==> config.mk <==
export PLATFORM = sky130hd
export DESIGN_NAME = axi_dw_upsizer
export DESIGN_NICKNAME = d
export VERILOG_FILES = /design/src/rtl/axi_dw_upsizer.sv
export SDC_FILE = /design/constraint.sdc
export NUM_CORES = 1
export LEC_CHECK = 0
export CORE_AREA = 2 2 451 453
export DETAILED_ROUTE_END_ITERATION = 12
export DIE_AREA = 0 0 453 455
export DONT_BUFFER_PORTS = 1
export MAX_ROUTING_LAYER = met4
export PLACE_DENSITY = 0.3
export SLEW_MARGIN = 25
export SYNTH_ARGS = -nofsm -noshare
export SYNTH_HDL_FRONTEND = slang
export SYNTH_SLANG_ARGS = --single-unit
==> constraint.sdc <==
create_clock -name clk_i -period 8.7 [get_ports clk_i]
set_clock_uncertainty 0.05 [all_clocks]
set_input_delay 1.305 -clock clk_i [delete_from_list [all_inputs] [get_ports clk_i]]
set_output_delay 1.305 -clock clk_i [all_outputs]
set_load 0.01 [all_outputs]
==> src/rtl/axi_dw_upsizer.sv <==
// rtl/axi_dw_upsizer.sv - AXI4 narrow-to-wide data width converter by lane steering
// One outstanding write and one outstanding read; AW/AR pass through, W/R steered by address offset.
module axi_dw_upsizer #(
  parameter int unsigned ADDR_WIDTH    = 64,
  parameter int unsigned SI_DATA_WIDTH = 32,
  parameter int unsigned MI_DATA_WIDTH = 256,
  parameter int unsigned ID_WIDTH      = 4,
  parameter int unsigned USER_WIDTH    = 8
) (
  input  logic                       clk_i,
  input  logic                       rst_ni,
  // slave port AW
  input  logic [ID_WIDTH-1:0]        slv_aw_id_i,
  input  logic [ADDR_WIDTH-1:0]      slv_aw_addr_i,
  input  logic [7:0]                 slv_aw_len_i,
  input  logic [2:0]                 slv_aw_size_i,
  input  logic [1:0]                 slv_aw_burst_i,
  input  logic                       slv_aw_lock_i,
  input  logic [3:0]                 slv_aw_cache_i,
  input  logic [2:0]                 slv_aw_prot_i,
  input  logic [3:0]                 slv_aw_qos_i,
  input  logic [3:0]                 slv_aw_region_i,
  input  logic [5:0]                 slv_aw_atop_i,
  input  logic [USER_WIDTH-1:0]      slv_aw_user_i,
  input  logic                       slv_aw_valid_i,
  output logic                       slv_aw_ready_o,
  // slave port W
  input  logic [SI_DATA_WIDTH-1:0]   slv_w_data_i,
  input  logic [SI_DATA_WIDTH/8-1:0] slv_w_strb_i,
  input  logic                       slv_w_last_i,
  input  logic [USER_WIDTH-1:0]      slv_w_user_i,
  input  logic                       slv_w_valid_i,
  output logic                       slv_w_ready_o,
  // slave port B
  output logic [ID_WIDTH-1:0]        slv_b_id_o,
  output logic [1:0]                 slv_b_resp_o,
  output logic [USER_WIDTH-1:0]      slv_b_user_o,
  output logic                       slv_b_valid_o,
  input  logic                       slv_b_ready_i,
  // slave port AR
  input  logic [ID_WIDTH-1:0]        slv_ar_id_i,
  input  logic [ADDR_WIDTH-1:0]      slv_ar_addr_i,
  input  logic [7:0]                 slv_ar_len_i,
  input  logic [2:0]                 slv_ar_size_i,
  input  logic [1:0]                 slv_ar_burst_i,
  input  logic                       slv_ar_lock_i,
  input  logic [3:0]                 slv_ar_cache_i,
  input  logic [2:0]                 slv_ar_prot_i,
  input  logic [3:0]                 slv_ar_qos_i,
  input  logic [3:0]                 slv_ar_region_i,
  input  logic [USER_WIDTH-1:0]      slv_ar_user_i,
  input  logic                       slv_ar_valid_i,
  output logic                       slv_ar_ready_o,
  // slave port R
  output logic [ID_WIDTH-1:0]        slv_r_id_o,
  output logic [SI_DATA_WIDTH-1:0]   slv_r_data_o,
  output logic [1:0]                 slv_r_resp_o,
  output logic                       slv_r_last_o,
  output logic [USER_WIDTH-1:0]      slv_r_user_o,
  output logic                       slv_r_valid_o,
  input  logic                       slv_r_ready_i,
  // master port AW
  output logic [ID_WIDTH-1:0]        mst_aw_id_o,
  output logic [ADDR_WIDTH-1:0]      mst_aw_addr_o,
  output logic [7:0]                 mst_aw_len_o,
  output logic [2:0]                 mst_aw_size_o,
  output logic [1:0]                 mst_aw_burst_o,
  output logic                       mst_aw_lock_o,
  output logic [3:0]                 mst_aw_cache_o,
  output logic [2:0]                 mst_aw_prot_o,
  output logic [3:0]                 mst_aw_qos_o,
  output logic [3:0]                 mst_aw_region_o,
  output logic [5:0]                 mst_aw_atop_o,
  output logic [USER_WIDTH-1:0]      mst_aw_user_o,
  output logic                       mst_aw_valid_o,
  input  logic                       mst_aw_ready_i,
  // master port W
  output logic [MI_DATA_WIDTH-1:0]   mst_w_data_o,
  output logic [MI_DATA_WIDTH/8-1:0] mst_w_strb_o,
  output logic                       mst_w_last_o,
  output logic [USER_WIDTH-1:0]      mst_w_user_o,
  output logic                       mst_w_valid_o,
  input  logic                       mst_w_ready_i,
  // master port B
  input  logic [ID_WIDTH-1:0]        mst_b_id_i,
  input  logic [1:0]                 mst_b_resp_i,
  input  logic [USER_WIDTH-1:0]      mst_b_user_i,
  input  logic                       mst_b_valid_i,
  output logic                       mst_b_ready_o,
  // master port AR
  output logic [ID_WIDTH-1:0]        mst_ar_id_o,
  output logic [ADDR_WIDTH-1:0]      mst_ar_addr_o,
  output logic [7:0]                 mst_ar_len_o,
  output logic [2:0]                 mst_ar_size_o,
  output logic [1:0]                 mst_ar_burst_o,
  output logic                       mst_ar_lock_o,
  output logic [3:0]                 mst_ar_cache_o,
  output logic [2:0]                 mst_ar_prot_o,
  output logic [3:0]                 mst_ar_qos_o,
  output logic [3:0]                 mst_ar_region_o,
  output logic [USER_WIDTH-1:0]      mst_ar_user_o,
  output logic                       mst_ar_valid_o,
  input  logic                       mst_ar_ready_i,
  // master port R
  input  logic [ID_WIDTH-1:0]        mst_r_id_i,
  input  logic [MI_DATA_WIDTH-1:0]   mst_r_data_i,
  input  logic [1:0]                 mst_r_resp_i,
  input  logic                       mst_r_last_i,
  input  logic [USER_WIDTH-1:0]      mst_r_user_i,
  input  logic                       mst_r_valid_i,
  output logic                       mst_r_ready_o
);

  localparam int unsigned SI_BYTES = SI_DATA_WIDTH / 8;
  localparam int unsigned MI_BYTES = MI_DATA_WIDTH / 8;
  localparam int unsigned SI_OFF   = $clog2(SI_BYTES);
  localparam int unsigned MI_OFF   = $clog2(MI_BYTES);
  localparam int unsigned LANE     = MI_OFF - SI_OFF;
  localparam int unsigned NLANES   = MI_BYTES / SI_BYTES;

  typedef enum logic [1:0] {W_IDLE, W_DATA, W_RESP} w_state_e;
  typedef enum logic       {R_IDLE, R_DATA}         r_state_e;

  w_state_e    w_state_q;
  r_state_e    r_state_q;
  logic [11:0] w_off_q, w_off_d, r_off_q, r_off_d;
  logic [2:0]  w_size_q, r_size_q;
  logic [7:0]  w_len_q, r_len_q;
  logic [1:0]  w_burst_q, r_burst_q;
  logic [LANE-1:0] w_lane, r_lane;

  // Offset is 12 bits so INCR naturally wraps at the 4 KiB boundary.
  function automatic logic [11:0] next_off(input logic [11:0] off, input logic [2:0] size,
                                           input logic [7:0] len, input logic [1:0] burst);
    logic [11:0] step;
    logic [11:0] bnd;
    step = 12'd1 << size;
    bnd  = ({4'd0, len} + 12'd1) << size;
    case (burst)
      2'b00:   return off;
      2'b10:   return (off & ~(bnd - 12'd1)) | ((off + step) & (bnd - 12'd1));
      default: return (off & ~(step - 12'd1)) + step;
    endcase
  endfunction

  assign w_off_d = next_off(w_off_q, w_size_q, w_len_q, w_burst_q);
  assign r_off_d = next_off(r_off_q, r_size_q, r_len_q, r_burst_q);
  assign w_lane  = w_off_q[MI_OFF-1:SI_OFF];
  assign r_lane  = r_off_q[MI_OFF-1:SI_OFF];

  always_ff @(posedge clk_i or negedge rst_ni) begin
    if (!rst_ni) begin
      w_state_q <= W_IDLE;
      w_off_q   <= '0;
      w_size_q  <= '0;
      w_len_q   <= '0;
      w_burst_q <= '0;
    end else begin
      case (w_state_q)
        W_IDLE: if (slv_aw_valid_i && mst_aw_ready_i) begin
          w_off_q   <= slv_aw_addr_i[11:0];
          w_size_q  <= slv_aw_size_i;
          w_len_q   <= slv_aw_len_i;
          w_burst_q <= slv_aw_burst_i;
          w_state_q <= W_DATA;
        end
        W_DATA: if (slv_w_valid_i && mst_w_ready_i) begin
          w_off_q <= w_off_d;
          if (slv_w_last_i) w_state_q <= W_RESP;
        end
        W_RESP: if (mst_b_valid_i && slv_b_ready_i) w_state_q <= W_IDLE;
        default: w_state_q <= W_IDLE;
      endcase
    end
  end

  always_ff @(posedge clk_i or negedge rst_ni) begin
    if (!rst_ni) begin
      r_state_q <= R_IDLE;
      r_off_q   <= '0;
      r_size_q  <= '0;
      r_len_q   <= '0;
      r_burst_q <= '0;
    end else begin
      case (r_state_q)
        R_IDLE: if (slv_ar_valid_i && mst_ar_ready_i) begin
          r_off_q   <= slv_ar_addr_i[11:0];
          r_size_q  <= slv_ar_size_i;
          r_len_q   <= slv_ar_len_i;
          r_burst_q <= slv_ar_burst_i;
          r_state_q <= R_DATA;
        end
        R_DATA: if (mst_r_valid_i && slv_r_ready_i) begin
          r_off_q <= r_off_d;
          if (mst_r_last_i) r_state_q <= R_IDLE;
        end
        default: r_state_q <= R_IDLE;
      endcase
    end
  end

  assign mst_aw_id_o     = slv_aw_id_i;
  assign mst_aw_addr_o   = slv_aw_addr_i;
  assign mst_aw_len_o    = slv_aw_len_i;
  assign mst_aw_size_o   = slv_aw_size_i;
  assign mst_aw_burst_o  = slv_aw_burst_i;
  assign mst_aw_lock_o   = slv_aw_lock_i;
  assign mst_aw_cache_o  = slv_aw_cache_i;
  assign mst_aw_prot_o   = slv_aw_prot_i;
  assign mst_aw_qos_o    = slv_aw_qos_i;
  assign mst_aw_region_o = slv_aw_region_i;
  assign mst_aw_atop_o   = slv_aw_atop_i;
  assign mst_aw_user_o   = slv_aw_user_i;
  assign mst_aw_valid_o  = slv_aw_valid_i && (w_state_q == W_IDLE);
  assign slv_aw_ready_o  = mst_aw_ready_i && (w_state_q == W_IDLE);

  assign mst_ar_id_o     = slv_ar_id_i;
  assign mst_ar_addr_o   = slv_ar_addr_i;
  assign mst_ar_len_o    = slv_ar_len_i;
  assign mst_ar_size_o   = slv_ar_size_i;
  assign mst_ar_burst_o  = slv_ar_burst_i;
  assign mst_ar_lock_o   = slv_ar_lock_i;
  assign mst_ar_cache_o  = slv_ar_cache_i;
  assign mst_ar_prot_o   = slv_ar_prot_i;
  assign mst_ar_qos_o    = slv_ar_qos_i;
  assign mst_ar_region_o = slv_ar_region_i;
  assign mst_ar_user_o   = slv_ar_user_i;
  assign mst_ar_valid_o  = slv_ar_valid_i && (r_state_q == R_IDLE);
  assign slv_ar_ready_o  = mst_ar_ready_i && (r_state_q == R_IDLE);

  // Data is replicated to every lane; only the strobe selects the target lane.
  assign mst_w_data_o  = {NLANES{slv_w_data_i}};
  assign mst_w_last_o  = slv_w_last_i;
  assign mst_w_user_o  = slv_w_user_i;
  assign mst_w_valid_o = slv_w_valid_i && (w_state_q == W_DATA);
  assign slv_w_ready_o = mst_w_ready_i && (w_state_q == W_DATA);

  always_comb begin
    mst_w_strb_o = '0;
    for (int i = 0; i < NLANES; i++) begin
      if (w_lane == LANE'(i)) mst_w_strb_o[i*SI_BYTES +: SI_BYTES] = slv_w_strb_i;
    end
  end

  assign slv_b_id_o    = mst_b_id_i;
  assign slv_b_resp_o  = mst_b_resp_i;
  assign slv_b_user_o  = mst_b_user_i;
  assign slv_b_valid_o = mst_b_valid_i && (w_state_q == W_RESP);
  assign mst_b_ready_o = slv_b_ready_i && (w_state_q == W_RESP);

  logic [SI_DATA_WIDTH-1:0] r_lanes [NLANES];
  for (genvar g = 0; g < NLANES; g++) begin : g_rlane
    assign r_lanes[g] = mst_r_data_i[g*SI_DATA_WIDTH +: SI_DATA_WIDTH];
  end

  assign slv_r_data_o  = r_lanes[r_lane];
  assign slv_r_id_o    = mst_r_id_i;
  assign slv_r_resp_o  = mst_r_resp_i;
  assign slv_r_last_o  = mst_r_last_i;
  assign slv_r_user_o  = mst_r_user_i;
  assign slv_r_valid_o = mst_r_valid_i && (r_state_q == R_DATA);
  assign mst_r_ready_o = slv_r_ready_i && (r_state_q == R_DATA);

endmodule

==> results.md <==
- Setup TNS: 0 ps
- Number of buffers created by CTS: 5
- Adder-Cell Fraction of Synth Area: around 3.0%
- P&R area growth vs syn: -3.74%
- Unique masters post-synth: a little over 60
- Final Cell Area: 8580 um2
- Unrepaired setup endpoints after global routing: no
- Max Cap Viol: 0
- CP Capture Type: output pin
- CTS tree: yes
- Worst skew pair latency: 310 ps
- Crit Path Max Fanout: 37
- Worst EP arrival: 3300 ps
- Sequential power share: roughly 17%
- Max Slew Vio Count: 0
- Pin count of the biggest net entering global routing: 49
- Slew @ Worst Pin: 892 ps
- Root buf cell: clkbuf_16
- Met3 Use GR: about 8.7%
- Avg Inst Size Synth: ~8.0 um2
- Filler cells: around 24,000
- Worst setup SP type: flop
- DRT antenna net count: 0
- Syn Inst Count: 1,113
- Commonest non-fill, non-tap cell in the layout: nand2_1
- Post-synthesis simple-gate area fraction: between 10 and 15%
- Port bufs: 0
- Multiplexer share of the synthesized area: between 15 and 20%
- Worst relative slew slack: 40.6%
- Asr flop ratio synth: 100%
- Post-synth EDFFs: 0
- Lkg Pwr: between 2 and 2.5 nW
- Row cnt: 165
- Clock buffer depth: 2
- Mapped cell area: 8910 um2
- First-pass GRT wire length: 121,000 um
- Seq/Total Area, Yosys: 9.27%
- Met2 usage: between 15 and 20%
- P_sw: 1.62 mW
- XOR/XNOR share of the synthesized area: 3.23%
- Routed WL: 109,000 um
- Vias in the first global route: 5,660
- Grt total ovfl: 0
- IO Pins: 1,142
- Outcome: finished, final reports clean
- GR Layer Usage met1: 8.34%
- Highest-count cells in the layout ignoring fill and taps: 167 x nand2_1, 64 x mux4_2, 58 x nor2_1
- VDD IR max: 0.141 mV
- Top Usage Layer GRT: met2
- Hold Buf Count CTS: 0
- DP Wirelength: 100,000 um
- Vias per cell: 1.99
- Total GRT Usage: 10.3%
- Combinational Power Share: 74.3%
- Power, Total: 2.67 mW
- 1st-pass router iterations: 5
- Clock net sink count: 33
- Avg WL per Cell: 33.3 um
- NumNets Final: about 1,200
- Core Box Area: slightly above 200,000 um2
- Clock transition at path regs: roughly 70 ps
- Internal power: between 1 and 1.5 mW
- Post-cts sizing count: 0
- Antenna violations before repair: 142
- DIE WIDTH: between 400 and 500 um
- Synth Area in Compound Gates: approximately 7.3%
- Final Critical Period: 4650 ps
- Final period util: between 50% and 60%
- H-tree depth: 2
- Post-placement cell area: just over 8000 um2
- Initial Util: 4.43%
- Worst path required time: 7340 ps
- Fin. Hold Viols: 0
- Fmax: around 220 MHz
- Min-delay worst type: reg2reg
- FF+latch count, synth: 33
- Die area: 206,000 um2
- Path type of the worst setup path: reg2out
- Cell Pwr Density: 311 nW/um2
- Ys flop type: dfrtp_1
- Largest family of logic cells by synthesized area: buffers and inverters
- DR DRC count: 0
- Initial drt markers: 642
- Setup bufs post-CTS: 0
- Ratio of cells with drive above 1 in the final layout: a little under a fifth
- Clock group share of total power: 8.5%
- Syn nets: 1,691
- Die Height: 455 um
- Via count: 6,532
- Count of final setup violators: 0
- Net Sw Frac: between 60% and 70%
- Syn. warnings: 0
- Gp weighted congestion: 0.823
## worst paths after layout
path | start | to | slack, ps | cells after the start
worst max-delay path | flop | slv_r_data_o[3] | 4050 | 4
worst min-delay path | w_len_q[4] | w_len_q[4] | 460 | 2
worst max register to register | r_size_q[0] | flop | 5240 | 10
worst min register to register | w_len_q[4] | w_len_q[4] | 460 | 2
max in group asynchronous | rst_ni | r_len_q[4] | 7860 | 0
min in group asynchronous | rst_ni | w_size_q[2] | 640 | 0
## logic make-up (layout without fill, tap and decap cells)
logic type | Yosys count | count (layout)
xor gates and xnor gates | 32 | 32
and+or+nand+nor | 284 | 284
adders and majority gates | 22 | 22
DFF | 33 | 33
AOI/OAI and AO/OA | 96 | 96
buffers and inverters | 569 | 31
muxes | 77 | 77
other | 0 | 34
## routing by layer
layer | part of all wire, % | vias up | routed length (um)
met3 | 20 | 280 | 21600
met4 | 5.4 | 0 | 5850
met1 | 28 | 2917 | 30300
met5 | 0 | - | 0
met2 | 47 | 1177 | 51500
li1 | - | 2158 | -
## power groups by stage
stage | Sequential [mW] | Clock [mW] | Combinational, mW
detailed placement | 0.481 | 0 | 2.03
CTS | 0.475 | 0.245 | 2.04
finish | 0.457 | 0.228 | 1.99
global placement | 0.479 | 0 | 2.03
floorplan | 0.274 | 0 | 1.62
global route | 0.493 | 0.248 | 2.14
## stage by stage
step / instances / setup WS (ps) / hold WS (ps) / util (%)
2_1_floorplan: 1113 / 5440 / 416 / -
6_report: 3281 / 4050 / 461 / 4.26
4_1_cts: 3247 / 3760 / 469 / 4.22
5_1_grt: 3268 / 3780 / 491 / 4.24
3_5_place_dp: 3239 / 4120 / 454 / 4.13
3_3_place_gp: 3239 / 4130 / 447 / 4.13
## worst max-delay path: stages (launching register included)
cell	delay (ps)
dfrtp_4	820
buf_4	800
mux4_2	700
nand2_1	210
nand2_1	300
## cell type report
class / instances / area [um2] / area share [%]
Clock buffer: 6 / 139 / 1.62
Tap cell: 2672 / 3340 / 39.0
Antenna cell: 34 / 85.1 / 0.992
Timing Repair Buffer: 9 / 67.6 / 0.788
Multi-Input combinational cell: 511 / 4020 / 46.8
Sequential cell: 33 / 835 / 9.73
Inverter: 14 / 52.6 / 0.613
Clock inverter: 2 / 37.5 / 0.438
## synthesized netlist by cell type (3+ instances only)
| cell type | count | area, um2 |
|---|---|---|
| a21oi_1 | 25 | 125 |
| a22oi_1 | 3 | 22.5 |
| a31oi_1 | 7 | 43.8 |
| and2_1 | 5 | 31.3 |
| buf_1 | 7 | 26.3 |
| buf_2 | 14 | 70.1 |
| buf_4 | 511 | 3840 |
| clkbuf_1 | 23 | 86.3 |
| dfrtp_1 | 33 | 826 |
| ha_1 | 20 | 250 |
| inv_1 | 13 | 48.8 |
| mux2_2 | 11 | 124 |
| mux4_2 | 64 | 1440 |
| nand2_1 | 167 | 627 |
| nand2b_1 | 12 | 75.1 |
| nand3_1 | 8 | 40.0 |
| nor2_1 | 58 | 218 |
| nor2b_1 | 7 | 43.8 |
| nor3_1 | 8 | 40.0 |
| nor3b_1 | 6 | 45.0 |
| o21ai_0 | 20 | 100 |
| o22ai_1 | 4 | 25.0 |
| o31ai_1 | 4 | 30.0 |
| xnor2_1 | 19 | 166 |
| xor2_1 | 12 | 105 |
(Power assumes the default switching activity.)
